### src/rtl/axis_tx_stream_pkg.sv
// Shared constants for the AXI4-Stream transmit path.
// The stream width follows the board-level ADC/DAC AXIS width constants.
package axis_tx_stream_pkg;

    localparam int ADC_AXIS_DATAWIDTH = 256;
    localparam int DAC_AXIS_DATAWIDTH = 256;

    // Transmit and receive ends share one width; the ADC value is the reference.
    localparam int AXIS_DATA_WIDTH = ADC_AXIS_DATAWIDTH;

endpackage

### src/rtl/axis_tx_fifo_mem.sv
// Simple dual-port storage for the transmit FIFO.
// The read port is registered. Its address is the head pointer the top level
// will hold after this edge, so the head word is ready one edge after any
// pointer move. A write to that same slot is forwarded, which lets a word
// written into an empty FIFO be loaded on the very next edge.
module axis_tx_fifo_mem #(
    parameter int DATA_WIDTH = 256,
    parameter int DEPTH      = 16,
    parameter int AW         = $clog2(DEPTH)
) (
    input  logic                  clk,
    input  logic                  wr_en,
    input  logic [AW-1:0]         wr_addr,
    input  logic [DATA_WIDTH-1:0] wr_data,
    input  logic [AW-1:0]         rd_addr,
    output logic [DATA_WIDTH-1:0] rd_data
);

    logic [DATA_WIDTH-1:0] mem_q [DEPTH];
    logic [DATA_WIDTH-1:0] rd_data_q;
    logic [DATA_WIDTH-1:0] rd_data_d;

    // Next head word: forward a same-edge write into the slot being read.
    always_comb begin
        rd_data_d = mem_q[rd_addr];
        if (wr_en && (wr_addr == rd_addr)) begin
            rd_data_d = wr_data;
        end
    end

    // Storage array write and registered read.
    always_ff @(posedge clk) begin
        if (wr_en) begin
            mem_q[wr_addr] <= wr_data;
        end
        rd_data_q <= rd_data_d;
    end

    assign rd_data = rd_data_q;

endmodule

### src/rtl/axis_tx_stream.sv
// FIFO-buffered AXI4-Stream master with beat/starvation/overflow statistics.
//
// Handshakes: on both ports a transfer happens at a clock edge where valid
// and ready are both high. The input side never stalls the producer: a write
// offered while din_ready=0 is dropped and recorded in overflow. The output
// side holds m_tvalid and m_tdata constant from assertion until the edge
// where m_tready is seen high, whatever enable does in the meantime.
module axis_tx_stream
    import axis_tx_stream_pkg::*;
#(
    parameter int DATA_WIDTH = AXIS_DATA_WIDTH,
    parameter int DEPTH      = 16,
    parameter int CNT_WIDTH  = 32
) (
    input  logic                    clk,
    input  logic                    aresetn,
    input  logic [DATA_WIDTH-1:0]   din,
    input  logic                    din_valid,
    output logic                    din_ready,
    input  logic                    enable,
    input  logic                    clr_stats,
    output logic                    m_tvalid,
    input  logic                    m_tready,
    output logic [DATA_WIDTH-1:0]   m_tdata,
    output logic [$clog2(DEPTH):0]  level,
    output logic [CNT_WIDTH-1:0]    cnt,
    output logic [CNT_WIDTH-1:0]    starve_cnt,
    output logic                    overflow
);

    localparam int AW = $clog2(DEPTH);
    localparam int PW = AW + 1;

    // Pointers carry a wrap bit so full and empty are distinguishable.
    logic [PW-1:0]         wr_ptr_q, wr_ptr_d;
    logic [PW-1:0]         rd_ptr_q, rd_ptr_d;
    logic [PW-1:0]         level_q, level_d;
    logic                  din_ready_q, din_ready_d;
    logic                  m_tvalid_q, m_tvalid_d;
    logic [DATA_WIDTH-1:0] m_tdata_q, m_tdata_d;
    logic [CNT_WIDTH-1:0]  cnt_q, cnt_d;
    logic [CNT_WIDTH-1:0]  starve_cnt_q, starve_cnt_d;
    logic                  overflow_q, overflow_d;
    logic                  primed_q, primed_d;

    logic                  push, drop, pop, empty, full_d, handshake, starve_inc;
    logic [DATA_WIDTH-1:0] head_data;

    axis_tx_fifo_mem #(
        .DATA_WIDTH (DATA_WIDTH),
        .DEPTH      (DEPTH),
        .AW         (AW)
    ) u_mem (
        .clk     (clk),
        .wr_en   (push),
        .wr_addr (wr_ptr_q[AW-1:0]),
        .wr_data (din),
        .rd_addr (rd_ptr_d[AW-1:0]),
        .rd_data (head_data)
    );

    // Next-state logic for pointers, output register and statistics.
    always_comb begin
        push       = din_valid & din_ready_q;
        drop       = din_valid & ~din_ready_q;
        empty      = (wr_ptr_q == rd_ptr_q);
        handshake  = m_tvalid_q & m_tready;
        // A new word enters the output register only when the slot is free
        // or being emptied this edge.
        pop        = enable & ~empty & (~m_tvalid_q | m_tready);
        starve_inc = enable & m_tready & ~m_tvalid_q & primed_q;

        wr_ptr_d   = wr_ptr_q + PW'(push);
        rd_ptr_d   = rd_ptr_q + PW'(pop);
        level_d    = level_q + PW'(push) - PW'(pop);
        full_d     = (wr_ptr_d[AW] != rd_ptr_d[AW]) &&
                     (wr_ptr_d[AW-1:0] == rd_ptr_d[AW-1:0]);
        din_ready_d = ~full_d;

        m_tvalid_d = pop | (m_tvalid_q & ~m_tready);
        m_tdata_d  = m_tdata_q;
        if (pop) begin
            m_tdata_d = head_data;
        end

        // Starvation is only meaningful once the stream has started.
        primed_d = enable & (primed_q | handshake);

        cnt_d        = cnt_q + CNT_WIDTH'(handshake);
        starve_cnt_d = starve_cnt_q;
        if (starve_inc && (starve_cnt_q != '1)) begin
            starve_cnt_d = starve_cnt_q + CNT_WIDTH'(1);
        end
        if (clr_stats) begin
            cnt_d        = '0;
            starve_cnt_d = '0;
        end
        // A drop in the clearing cycle still leaves overflow set.
        overflow_d = drop | (overflow_q & ~clr_stats);
    end

    // State registers, all cleared asynchronously.
    always_ff @(posedge clk or negedge aresetn) begin
        if (!aresetn) begin
            wr_ptr_q     <= '0;
            rd_ptr_q     <= '0;
            level_q      <= '0;
            din_ready_q  <= 1'b0;
            m_tvalid_q   <= 1'b0;
            m_tdata_q    <= '0;
            cnt_q        <= '0;
            starve_cnt_q <= '0;
            overflow_q   <= 1'b0;
            primed_q     <= 1'b0;
        end else begin
            wr_ptr_q     <= wr_ptr_d;
            rd_ptr_q     <= rd_ptr_d;
            level_q      <= level_d;
            din_ready_q  <= din_ready_d;
            m_tvalid_q   <= m_tvalid_d;
            m_tdata_q    <= m_tdata_d;
            cnt_q        <= cnt_d;
            starve_cnt_q <= starve_cnt_d;
            overflow_q   <= overflow_d;
            primed_q     <= primed_d;
        end
    end

    assign din_ready  = din_ready_q;
    assign m_tvalid   = m_tvalid_q;
    assign m_tdata    = m_tdata_q;
    assign level      = level_q;
    assign cnt        = cnt_q;
    assign starve_cnt = starve_cnt_q;
    assign overflow   = overflow_q;

endmodule

### config.mk
export PLATFORM = sky130hd
export DESIGN_NAME = axis_tx_stream
export DESIGN_NICKNAME = d
export VERILOG_FILES = /design/src/rtl/axis_tx_stream_pkg.sv /design/src/rtl/axis_tx_fifo_mem.sv /design/src/rtl/axis_tx_stream.sv
export SDC_FILE = /design/constraint.sdc
export NUM_CORES = 2
export LEC_CHECK = 0
export ABC_AREA = 0
export BUFFER_PORTS_ARGS = -buffer_cell sky130_fd_sc_hd__buf_4
export CAP_MARGIN = 10
export CELL_PAD_IN_SITES_DETAIL_PLACEMENT = 1
export CELL_PAD_IN_SITES_GLOBAL_PLACEMENT = 1
export CORE_UTILIZATION = 40
export DETAILED_ROUTE_END_ITERATION = 12
export PLACE_DENSITY_LB_ADDON = 0.1
export SYNTH_ARGS = -nofsm -noshare
export SYNTH_HDL_FRONTEND = slang
export SYNTH_HIERARCHICAL = 1
export SYNTH_SLANG_ARGS = --single-unit
### constraint.sdc
create_clock -name clk -period 24.8 [get_ports clk]
set_input_delay 2.48 -clock clk [delete_from_list [all_inputs] [get_ports clk]]
set_output_delay 2.48 -clock clk [all_outputs]
set_load 0.02 [all_outputs]
==> results by group <==
Global routing
  – First-pass GRT wire length: approximately 650 mm
  – Vias in the first global route: 86001
  – Largest net degree at the start of global routing: 144
  – Tot GR Track Use: 21.4%
  – Number of antenna violations at the first check in global routing: 84
  – Total gr overflow: 0

Clock tree
  – Clock sink total: between 4000 and 5000
  – Num CTS Buffers: 475
  – Postcts setup bufs: 0
  – Clock transition at the registers of the reported paths: 0.06 ns
  – CTS max path bufs: 4
  – Post-CTS Hold Buffers: 0
  – Clk Latency, worst-skew pair: 0.99 ns
  – CTS H-Tree Depth: 5
  – CTS tree: built
  – PostCTS Resize Cnt: 0
  – Clock root buffer: clkbuf_16

Timing
  – Clk_skew: ~0.070 ns
  – Pins Over Slew Limit: 0
  – Final min period: about 6.1 ns
  – WHS: slightly above 0.5 ns
  – Tcrit/Tclk final: between 20% and 30%
  – Slew @ Worst Pin: between 1 and 1.5 ns
  – RSZ-0062 raised after global routing: false
  – Max Clock Freq: 163 MHz
  – Slew margin rel.: approximately an eighth
  – Setup TNS: 0 ns
  – Final Hold Fails: 0
  – Final Setup Violations: 0

Drt
  – WL final: 455 mm
  – Routed WL per cell: 32.2 µm
  – Routed vias/inst: 5.61
  – Antenna viol nets, final: 0
  – DR pass1 iterations: 7
  – Vias: 79323
  – Initial DRC count: 6200
  – DRC: 0

Floorplan
  – Chip width: 649 µm
  – Die height: 649 µm
  – Core area: about 420000 µm²
  – Row count: around 240
  – DIE AREA: 421000 µm²
  – Ports: between 500 and 600
  – Initial Util: 40.2%

Layout
  – # nets final: 8480
  – Fillers: between 30000 and 40000
  – Area grow syn2layout: 15.5%
  – Layout cells sized above 1: around 32%
  – Final non-filler cell total: 14138
  – Util after Layout: 46.4%

Place
  – Final Wtd Congestion: 0.734
  – IO buf count: 589
  – DPL Wire Length: about 250 mm
  – Placed cells: 13225

Logic synthesis
  – Synth top area share: 73.5%
  – Largest area contributor in the netlist: edfxtp_1
  – Number of synthesized flops with an enable pin: 4096
  – Async S/R FF share, synth: 7.64%
  – Cells after synthesis: 7367
  – Synthesized area per cell: approximately 23 µm²
  – Commonest cells post-synth: edfxtp_1, mux4_2, a22oi_1
  – Seq/Total Area, Yosys: 78.6%
  – Syn. warnings: 6
  – Yosys cell types: 55
  – Count leader, synth: edfxtp_1
  – Top post-synthesis cells by area: edfxtp_1, mux4_2, dfrtp_1
  – Top FF cell, synth: edfxtp_1
  – Syn nets: 7642
  – #FFs+latches synth: around 4400
  – Netlist Area Pre-Place: 167000 µm²

Worst setup path
  – Worst Path Required: about 25 ns
  – CP endpoint kind: flop
  – Startpoint Class: primary input
  – Slowest-stage cell, CP: buf_4
  – Max incr delay on CP: slightly above 0.9 ns
  – Largest fanout on the critical path: a little under 50
  – Critical path arrival: 6.70 ns
  – Cell mode on critical path: buf_4
  – Crit Path Category: in2reg
  – Critical-path cell list: buf_4 -> nand2_1 -> inv_1 -> or3b_2 -> nor2_4 -> buf_4 -> buf_4 -> buf_4

Power and ir drop
  – Peak VDD IR: 91.8 µV
  – Power per cell area: 118 nW/µm²
  – P_leak: 62.9 nW

Run
  – Max-cap violations: 0

Run status
  – Status: completed

Min path
  – Min-delay worst type: reg2reg
[worst paths after layout]
kind	startpoint	endpoint	slack, ns	cells after the start
setup reg to reg	flop	m_tdata[128]	19.16	8
min in group asynchronous	aresetn	m_tdata[223]	1.42	1
setup / recovery	din_valid	u_mem/mem_q[2][131]	18.66	8
hold reg to reg	m_tdata[25]	m_tdata[25]	0.51	1
hold / removal	m_tdata[25]	m_tdata[25]	0.51	1
max in group asynchronous	aresetn	m_tdata[36]	20.57	5
[sequential cells by signal, summed over array words and instances (netlist names), named ones only]
| register | flops |
|---|---|
| u_mem/mem_q | 4096 |
| m_tdata | 256 |
| cnt | 32 |
| starve_cnt | 32 |
| level | 5 |
| rd_ptr_q | 5 |
| wr_ptr_q | 5 |
| din_ready | 1 |
| m_tvalid | 1 |
| overflow | 1 |
| primed_q | 1 |
[power breakdown]
group / total [mW] / internal [mW] / switching [mW]
registers: 9.56 / 9.16 / 0.405
clock network: 6.81 / 3.90 / 2.91
logic: 6.52 / 2.69 / 3.82
[final cells by class]
type,count,area [µm²],share of cell area (%)
clock buffers,642,13000,6.72
clock inverters,246,1940,1.01
flip-flops and latches,4439,132000,68.1
well taps,5497,6880,3.56
inverters,14,52.6,0.0272
multi-input cells,2516,33900,17.5
repair buffers,759,5940,3.07
diodes,25,62.6,0.0324
[routing by layer]
metal	track usage, %	part of all wire, %	vias up
met5	0	0.086	-
met4	5.45	2.2	62
li1	-	-	32840
met3	3.63	5.4	656
met2	35.9	50	1946
met1	29.1	43	43819
[cells by family after synthesis]
logic type               after synthesis  synth area share (%)
buffers and inverters                412                  1.29
AO/OA/AOI/OAI                        594                  2.63
XOR/XNOR                              59                 0.309
flip-flops                          4439                  78.6
AND/OR/NAND/NOR                      479                  1.38
multiplexers                        1371                  15.7
adder cells (fa/ha/maj)               13                 0.102
[metrics by stage]
step	total power [mW]	area (µm²)	worst slack, ns
floorplan	14.1	167000	3.25
global placement	16.4	178000	17.71
detailed placement	16.4	178000	17.65
CTS	23.3	193000	18.68
global route	23.8	193000	18.52
finish	22.9	193000	18.66
[cell usage in the layout (no fill, tap or decap), types with 8 or more instances in the layout]
master	instances
nor2_4	15
nor2_1	51
buf_12	19
buf_4	739
and4_1	11
or3_1	12
xor2_1	31
nand3_1	28
mux2i_1	37
clkbuf_1	126
o21ai_0	40
and3_1	8
dfrtp_1	339
clkinv_1	104
inv_6	10
nand4_1	20
edfxtp_1	4096
inv_1	14
diode_2	25
a221oi_1	23
clkbuf_16	481
nor2b_1	39
clkinv_2	84
clkinvlp_4	13
nand2b_1	29
clkbuf_8	35
xnor2_1	28
ha_1	12
o221ai_1	33
mux2_2	364
a21oi_1	19
nand2_1	224
mux4_2	968
bufinv_16	24
a22oi_1	450
[worst max-delay path, delay by kind of cell]
family / cells / cell delay, ns
buffers and inverters: 5 / 2.66
AND/OR/NAND/NOR: 3 / 1.38
(Power assumes the default switching activity.)
